### config.mk
export PLATFORM = sky130hd
export DESIGN_NAME = lsu_mem_access
export DESIGN_NICKNAME = d
export VERILOG_FILES = /design/src/rtl/lsu_mem_access_pkg.sv /design/src/rtl/lsu_mem_access_load_align.sv /design/src/rtl/lsu_mem_access.sv
export SDC_FILE = /design/constraint.sdc
export NUM_CORES = 1
export LEC_CHECK = 0
export ABC_AREA = 1
export CORE_MARGIN = 1
export CORE_UTILIZATION = 30
export CTS_CLUSTER_SIZE = 24
export DETAILED_ROUTE_END_ITERATION = 8
export HOLD_SLACK_MARGIN = 0.05
export PLACE_DENSITY_LB_ADDON = 0.2
export SYNTH_ARGS = -nofsm -noshare
export SYNTH_HDL_FRONTEND = slang
export SYNTH_SLANG_ARGS = --single-unit
### constraint.sdc
create_clock -name clk -period 4.85 [get_ports clk]
set_input_delay 1.2125 -clock clk [delete_from_list [all_inputs] [get_ports clk]]
set_output_delay 1.2125 -clock clk [all_outputs]
set_load 0.02 [all_outputs]
### src/rtl/lsu_mem_access_pkg.sv
// Shared constants for the load/store unit memory-access block:
// op_PMEM size codes, load extension codes and FSM state encodings.
package lsu_mem_access_pkg;

    localparam logic [7:0] PMEM_BYTE = 8'h01;
    localparam logic [7:0] PMEM_HALF = 8'h03;
    localparam logic [7:0] PMEM_WORD = 8'h0f;

    localparam logic [1:0] SEXT_NONE = 2'b00;
    localparam logic [1:0] SEXT_BYTE = 2'b01;
    localparam logic [1:0] SEXT_HALF = 2'b10;

    localparam logic [1:0] ST_IDLE = 2'd0;
    localparam logic [1:0] ST_REQ  = 2'd1;
    localparam logic [1:0] ST_WAIT = 2'd2;
    localparam logic [1:0] ST_DONE = 2'd3;

    // Half-words need an even address, words a 4-byte aligned one.
    function automatic logic misaligned(
        input logic [7:0] pmem,
        input logic [1:0] off
    );
        return ((pmem == PMEM_HALF) && off[0]) ||
               ((pmem == PMEM_WORD) && (off != 2'b00));
    endfunction

endpackage

### src/rtl/lsu_mem_access_load_align.sv
// Combinational load alignment: lane shift, size mask, sign/zero extend.
// Ports: word_i (memory word), off_i (byte offset), pmem_i (size),
//        sext_i (extension mode), data_o (aligned, extended result).
module lsu_load_align
    import lsu_mem_access_pkg::*;
(
    input  logic [31:0] word_i,
    input  logic [1:0]  off_i,
    input  logic [7:0]  pmem_i,
    input  logic [1:0]  sext_i,
    output logic [31:0] data_o
);

    logic [31:0] shifted;
    logic [31:0] masked;

    always_comb begin
        shifted = word_i >> {off_i, 3'b000};

        case (pmem_i)
            PMEM_BYTE: masked = {24'h0, shifted[7:0]};
            PMEM_HALF: masked = {16'h0, shifted[15:0]};
            default:   masked = shifted;
        endcase

        // Code 2'b11 falls through to zero-extension.
        case (sext_i)
            SEXT_BYTE: data_o = {{24{masked[7]}}, masked[7:0]};
            SEXT_HALF: data_o = {{16{masked[15]}}, masked[15:0]};
            default:   data_o = masked;
        endcase
    end

endmodule

### src/rtl/lsu_mem_access.sv
// Load/store memory access unit: one access at a time from execute,
// drives a valid/ready memory request, aligns loads, flags misalign/timeout.
// Ports: in_* (execute request), out_*/rdata/err (writeback result),
//        mem_req_* (request bus), mem_resp_* (memory response).
module lsu_mem_access
    import lsu_mem_access_pkg::*;
#(
    parameter int ADDR_W  = 32,
    parameter int DATA_W  = 32,
    parameter int TIMEOUT = 255
) (
    input  logic              clk,
    input  logic              rst,
    input  logic              in_valid,
    output logic              in_ready,
    input  logic              load,
    input  logic              store,
    input  logic [7:0]        op_PMEM,
    input  logic [1:0]        op_load_sext,
    input  logic [ADDR_W-1:0] addr,
    input  logic [DATA_W-1:0] wdata,
    output logic              out_valid,
    input  logic              out_ready,
    output logic [DATA_W-1:0] rdata,
    output logic              err,
    output logic              mem_req_valid,
    input  logic              mem_req_ready,
    output logic              mem_req_wen,
    output logic [ADDR_W-1:0] mem_req_addr,
    output logic [DATA_W-1:0] mem_req_wdata,
    output logic [3:0]        mem_req_wmask,
    input  logic              mem_resp_valid,
    input  logic [DATA_W-1:0] mem_resp_rdata
);

    // TIMEOUT must be at least 1.
    localparam int CNT_W = $clog2(TIMEOUT + 1);
    localparam logic [CNT_W-1:0] CNT_MAX = CNT_W'(TIMEOUT);

    logic [1:0]        state_q, state_d;
    logic [ADDR_W-1:0] addr_q,  addr_d;
    logic [DATA_W-1:0] wdata_q, wdata_d;
    logic [7:0]        pmem_q,  pmem_d;
    logic [1:0]        sext_q,  sext_d;
    logic              load_q,  load_d;
    logic              store_q, store_d;
    logic [DATA_W-1:0] rdata_q, rdata_d;
    logic              err_q,   err_d;
    logic [CNT_W-1:0]  cnt_q,   cnt_d;

    logic [DATA_W-1:0] load_data;

    lsu_load_align u_align (
        .word_i (mem_resp_rdata),
        .off_i  (addr_q[1:0]),
        .pmem_i (pmem_q),
        .sext_i (sext_q),
        .data_o (load_data)
    );

    always_comb begin
        state_d = state_q;
        addr_d  = addr_q;
        wdata_d = wdata_q;
        pmem_d  = pmem_q;
        sext_d  = sext_q;
        load_d  = load_q;
        store_d = store_q;
        rdata_d = rdata_q;
        err_d   = err_q;
        cnt_d   = cnt_q;

        unique case (state_q)
            ST_IDLE: begin
                if (in_valid) begin
                    addr_d  = addr;
                    wdata_d = wdata;
                    pmem_d  = op_PMEM;
                    sext_d  = op_load_sext;
                    load_d  = load;
                    store_d = store;
                    rdata_d = '0;
                    err_d   = 1'b0;
                    cnt_d   = '0;
                    if (!load && !store) begin
                        state_d = ST_DONE;
                    end else if (misaligned(op_PMEM, addr[1:0])) begin
                        err_d   = 1'b1;
                        state_d = ST_DONE;
                    end else begin
                        state_d = ST_REQ;
                    end
                end
            end
            ST_REQ: begin
                if (mem_req_ready) begin
                    cnt_d   = '0;
                    state_d = ST_WAIT;
                end
            end
            ST_WAIT: begin
                // A response arriving on the last counted cycle still wins.
                if (mem_resp_valid) begin
                    rdata_d = (load_q && !store_q) ? load_data : '0;
                    err_d   = 1'b0;
                    state_d = ST_DONE;
                end else if (cnt_q == CNT_MAX) begin
                    rdata_d = '0;
                    err_d   = 1'b1;
                    state_d = ST_DONE;
                end else begin
                    cnt_d = cnt_q + 1'b1;
                end
            end
            ST_DONE: begin
                if (out_ready) begin
                    state_d = ST_IDLE;
                end
            end
        endcase
    end

    always_ff @(posedge clk or posedge rst) begin
        if (rst) begin
            state_q <= ST_IDLE;
            addr_q  <= '0;
            wdata_q <= '0;
            pmem_q  <= '0;
            sext_q  <= '0;
            load_q  <= 1'b0;
            store_q <= 1'b0;
            rdata_q <= '0;
            err_q   <= 1'b0;
            cnt_q   <= '0;
        end else begin
            state_q <= state_d;
            addr_q  <= addr_d;
            wdata_q <= wdata_d;
            pmem_q  <= pmem_d;
            sext_q  <= sext_d;
            load_q  <= load_d;
            store_q <= store_d;
            rdata_q <= rdata_d;
            err_q   <= err_d;
            cnt_q   <= cnt_d;
        end
    end

    assign in_ready      = (state_q == ST_IDLE);
    assign out_valid     = (state_q == ST_DONE);
    assign rdata         = rdata_q;
    assign err           = err_q;

    assign mem_req_valid = (state_q == ST_REQ);
    assign mem_req_wen   = store_q;
    assign mem_req_addr  = {addr_q[ADDR_W-1:2], 2'b00};
    assign mem_req_wdata = wdata_q << {addr_q[1:0], 3'b000};
    assign mem_req_wmask = store_q ? (pmem_q[3:0] << addr_q[1:0]) : 4'b0000;

endmodule
# Yosys cells after proc, flatten, opt, wreduce, memory -nomap -nowiden
# Cells that the tools add are included.
# totals
latch_bits	0
regBits	119
romBits	0
mem_bits_rw	0
n_memories	0
out_inout_bits	105
inputBits	114
# op_classes
reduce_logical	16
eq_ne	16
n_div	0
bitwise_logic	0
addsub	1
magnitude_cmp	0
n_mux	27
n_shift	3
n_mul	0
# op_table
operator	count
$pmux W32 S2	3
$mux W32	4
$mux W8	4
$shl A32 B5 Y32	1
$shr A32 B5 Y32	1
$pmux W8 S3	1
$eq A8 B2 Y1 const B	2
$mux W2	7
$add A8 B1 Y8 const B	1
$eq A8 B1 Y1 const B	1
$eq A8 B4 Y1 const B	1
$eq A8 B8 Y1 const B	1
$pmux W2 S4	1
$eq A2 B2 Y1 const B	3
$ne A2 B2 Y1 const B	3
$mux W1	5
$reduce_and A5 Y1	1
$eq A2 B1 Y1 const B	2
$logic_and A1 B1 Y1	4
$mux W4	1
$ne A2 B1 Y1 const B	2
$reduce_and A4 Y1	1
$reduce_bool A2 Y1	2
$shl A4 B2 Y4	1
other kinds (8)	10

# Depth between registers and ports, before layout
# logic_depth
ltp_word	7
mapped_depth	11
mapped_depth_nobuf	10

# Hierarchy
# A second synthesis with hierarchy kept.
# hier_totals
cells_unflattened	796
area_unflattened_um2	6751.5
# by_module_without_submodules
module	n_inst	cells_each	area_each_um2
lsu_mem_access	1	607	5783.0
lsu_load_align	1	189	968.4

# Least setup slack after synthesis
# No wires, ideal clock.
# synth_path
path_type	register to output
startpoint	register addr_q[0]
endpoint	output port mem_req_wdata[17]
path_slack_ns	2.104
path_stages_with_launch	7
arrival_time_ns	1.533
path_cell_list	dfrtp_1 -> inv_2 -> buf_2 -> buf_2 -> buf_2 -> nand2_1 -> o21ai_0
# synth_via
elab_chain_cells	1
# synth_rtl
element	line_no	text
from (decl)	lsu_mem_access.sv:41	logic [ADDR_W-1:0] addr_q, addr_d;
from (signal assigned)	lsu_mem_access.sv:137	addr_q <= addr_d;
$shl A32 B5 Y32	lsu_mem_access.sv:157	assign mem_req_wdata = wdata_q << {addr_q[1:0], 3'b000};
to (decl)	lsu_mem_access.sv:30	output logic [DATA_W-1:0] mem_req_wdata,
# Every way passes these cells.

# Final worst setup path
# layout_path
startpoint	register addr_q[1]
endpoint	output port mem_req_wdata[27]
# The elaborated chain is that of the path after synthesis.

==> impl_metrics.ini <==
[clocking]
worst_skew_pair.late_latency_ns = 0.41
cts_tree = yes
ctsHoldBuffers = 0
ctsResizeCount = 0
clk_pin_slew_ns = 0.06
post-cts-setup-buffers = 0
ctsHtreeMaxLevel = 4
cts_max_path_buffers = 2
cts.sinks = 119
cts_root_buf = clkbuf_16
numCtsBuffers = 17

[logic_synthesis]
synth_area_leaders = dfrtp_1, nand2_1, mux2_2, nor2_1, buf_4
synth-seq-area-share = 0.456
synth_cell_type_count = 31
synthCells = 799
synth_top_cell_by_area = dfrtp_1
synth-edff-count = 0
yosysMostFrequentCell = nand2_1
ys_seq_elements = 119
synth_area_sq_um = 6530
async_reset_ff_frac = 1.00
yosysWarnings = 0
syn_avg_cell_area_sq_um = 8.17
netlist.area_leader.share = 0.456
ys.flop_type = dfrtp_1
synth_common_cells = nand2_1, dfrtp_1, nor2_1

[critical_path]
cp-start-kind = register
crit_arrival_ns = 2.43
path_max_fanout = 27
worst-setup-path-type = reg2out
crit_buf_inv = 2
path_common_cell = a21oi_1
crit_chain = inv_2 -> o21ai_0 -> a21oi_1 -> a21oi_1 -> clkdlybuf4s50_1
cp_slowest_cell = dfrtp_2
cp_top_family = buffers and inverters
required_ns = 3.64
crit_path_end_kind = output pin
critical_path.max_stage_delay_ns = 0.71

[timing]
drv_slew = 0
fmax_ghz = 0.275
tightest_slew_ns = 0.857
hold_viol_final = 0
finClkSkew_ns = 0.00878
rsz0062_at_grt = no
fin_crit_ns = 3.64
min_period_over_period = 0.751
setup_tns_ns = 0
slew_headroom = 0.429
finalSetupViolations = 0

[final_layout]
drive_above_1_share = 0.115
antenna_cells = 0
final_nets = 1088
area_growth_syn_to_layout_pct = 42.1
postLayoutCoreUtil = 0.438
fillCellCount = 2135

[place]
portBuffers = 216
dp_hpwl_um = 13500
gp_congestion = 0.833

[status]
status = finished, final reports clean

[detailed_routing]
drtPass1Iterations = 5
drc = 0
wire_per_inst_um = 15.1
vias = 5790
ant_nets = 0
viasPerCell = 4.62
drt-total-wl_um = 18900
drtIter0Drc = 284

[run]
max-cap-violations = 0

[floorplan]
core_region_area_sq_um = 21200
die_h_um = 149
dieArea_sq_um = 22300
rows = 53
die_w_um = 149
start_util = 0.308
ios = 219

[power]
p_total_mw = 6.01
cellLeakagePower_nw = 4.19
p_sw_mw = 2.48
p_clk_frac = 0.227
comb_power_share = 0.506
intPower_mw = 3.53
p_seq_frac = 0.268
vdd.ir_drop.worst_v = 0.000382
switching_share = 0.413
powerDensity_nw_per_um2 = 648

[grt]
grt_max_degree = 72
grt_pass1_vias = 5551
grt_overflow_total = 0
grt.total_usage = 0.175
grt_pass1_wl_um = 30100
antenna_found_initial = 0

[min_path]
hold_class = reg2reg
## placed cells by master, fill, tap and decap left out, types with 2 or more instances in the layout
cell type,instances
o22ai_1,2
dfrtp_2,2
nor3_1,3
nor2_2,5
a22oi_1,8
inv_6,3
a21oi_1,43
nor2_1,105
clkbuf_16,17
o21ai_1,5
inv_2,3
clkinv_4,4
clkdlybuf4s50_1,216
nand3_1,40
nand2_4,2
nand2_1,224
o21ai_0,45
bufinv_16,4
buf_4,4
conb_1,2
inv_1,35
xor2_1,4
nand2_2,5
dfrtp_1,117
nand4_1,2
ha_1,7
clkinv_2,2
mux2i_1,5
buf_12,2
mux2_2,56
## layout make-up
cell class / instances / area (sq um) / area share
clock inverter: 14 / 199 / 0.0215
tap: 275 / 344 / 0.0371
sequential: 119 / 2980 / 0.321
clock buffer: 17 / 425 / 0.0459
timing repair buffer: 222 / 2230 / 0.241
multi-input combinational: 567 / 2940 / 0.317
inverter: 40 / 153 / 0.0165
## metal layers
| layer | global-route usage | vias up | part of all wire |
|---|---|---|---|
| met5 | 0 | - | 0 |
| li1 | - | 2884 | - |
| met4 | 0.0403 | 0 | 0.011 |
| met1 | 0.222 | 2693 | 0.44 |
| met3 | 0.0716 | 16 | 0.091 |
| met2 | 0.277 | 197 | 0.46 |
## cells by family after synthesis
family                   Yosys count  synth area share
other                              1          0.000575
adder cells (fa/ha/maj)            7            0.0134
buffers and inverters            114            0.0951
AO/OA/AOI/OAI                    106            0.0861
AND/OR/NAND/NOR                  387             0.239
multiplexers                      61             0.104
XOR/XNOR                           4           0.00537
flip-flops                       119             0.456
## tightest hold or removal path, cell delays in order, from the launching register on
cell and delay, ns:
dfrtp_1 0.34, nand2_1 0.05, nand2_1 0.05
## power by group through the flow
| stage | registers, mW | clock network (mW) | logic [mW] |
|---|---|---|---|
| floorplan | 1.55 | 0 | 2.16 |
| CTS | 1.61 | 1.40 | 3.09 |
| finish | 1.61 | 1.36 | 3.04 |
| global placement | 1.62 | 0 | 3.06 |
| detailed placement | 1.62 | 0 | 3.07 |
| global route | 1.66 | 1.44 | 3.34 |
## metrics by stage
| stage | cells | hold WS [ns] | setup WS [ns] | area [sq um] |
|---|---|---|---|---|
| after global routing | 1254 | 0.496 | 1.02 | 9270 |
| after global placement | 1223 | 0.463 | 1.64 | 8650 |
| after CTS | 1254 | 0.480 | 1.16 | 9270 |
| final | 1254 | 0.474 | 1.21 | 9270 |
| after detailed placement | 1223 | 0.465 | 1.63 | 8650 |
| after floorplan | 800 | 0.454 | 0.480 | 6530 |
## path summary, 6_finish.rpt
kind	start	end	slack, ns	cells past startpoint
min in group asynchronous	rst	wdata_q[30]	1.26	2
setup reg to reg	addr_q[0]	rdata[15]	2.49	10
hold reg to reg	rdata[23]	rdata[23]	0.47	2
max in group asynchronous	rst	addr_q[1]	2.74	3
setup / recovery	addr_q[1]	mem_req_wdata[27]	1.21	5
hold / removal	rdata[23]	rdata[23]	0.47	2
## registers in the layout, summed over array words and instances, names as in the netlist
register and cells:
err 1, addr_q 32, state_q 2, cnt_q 8, load_q 1, sext_q 2, pmem_q 8, mem_req_wen 1
rdata 32, wdata_q 32
Power figures use the tool's default switching activity.
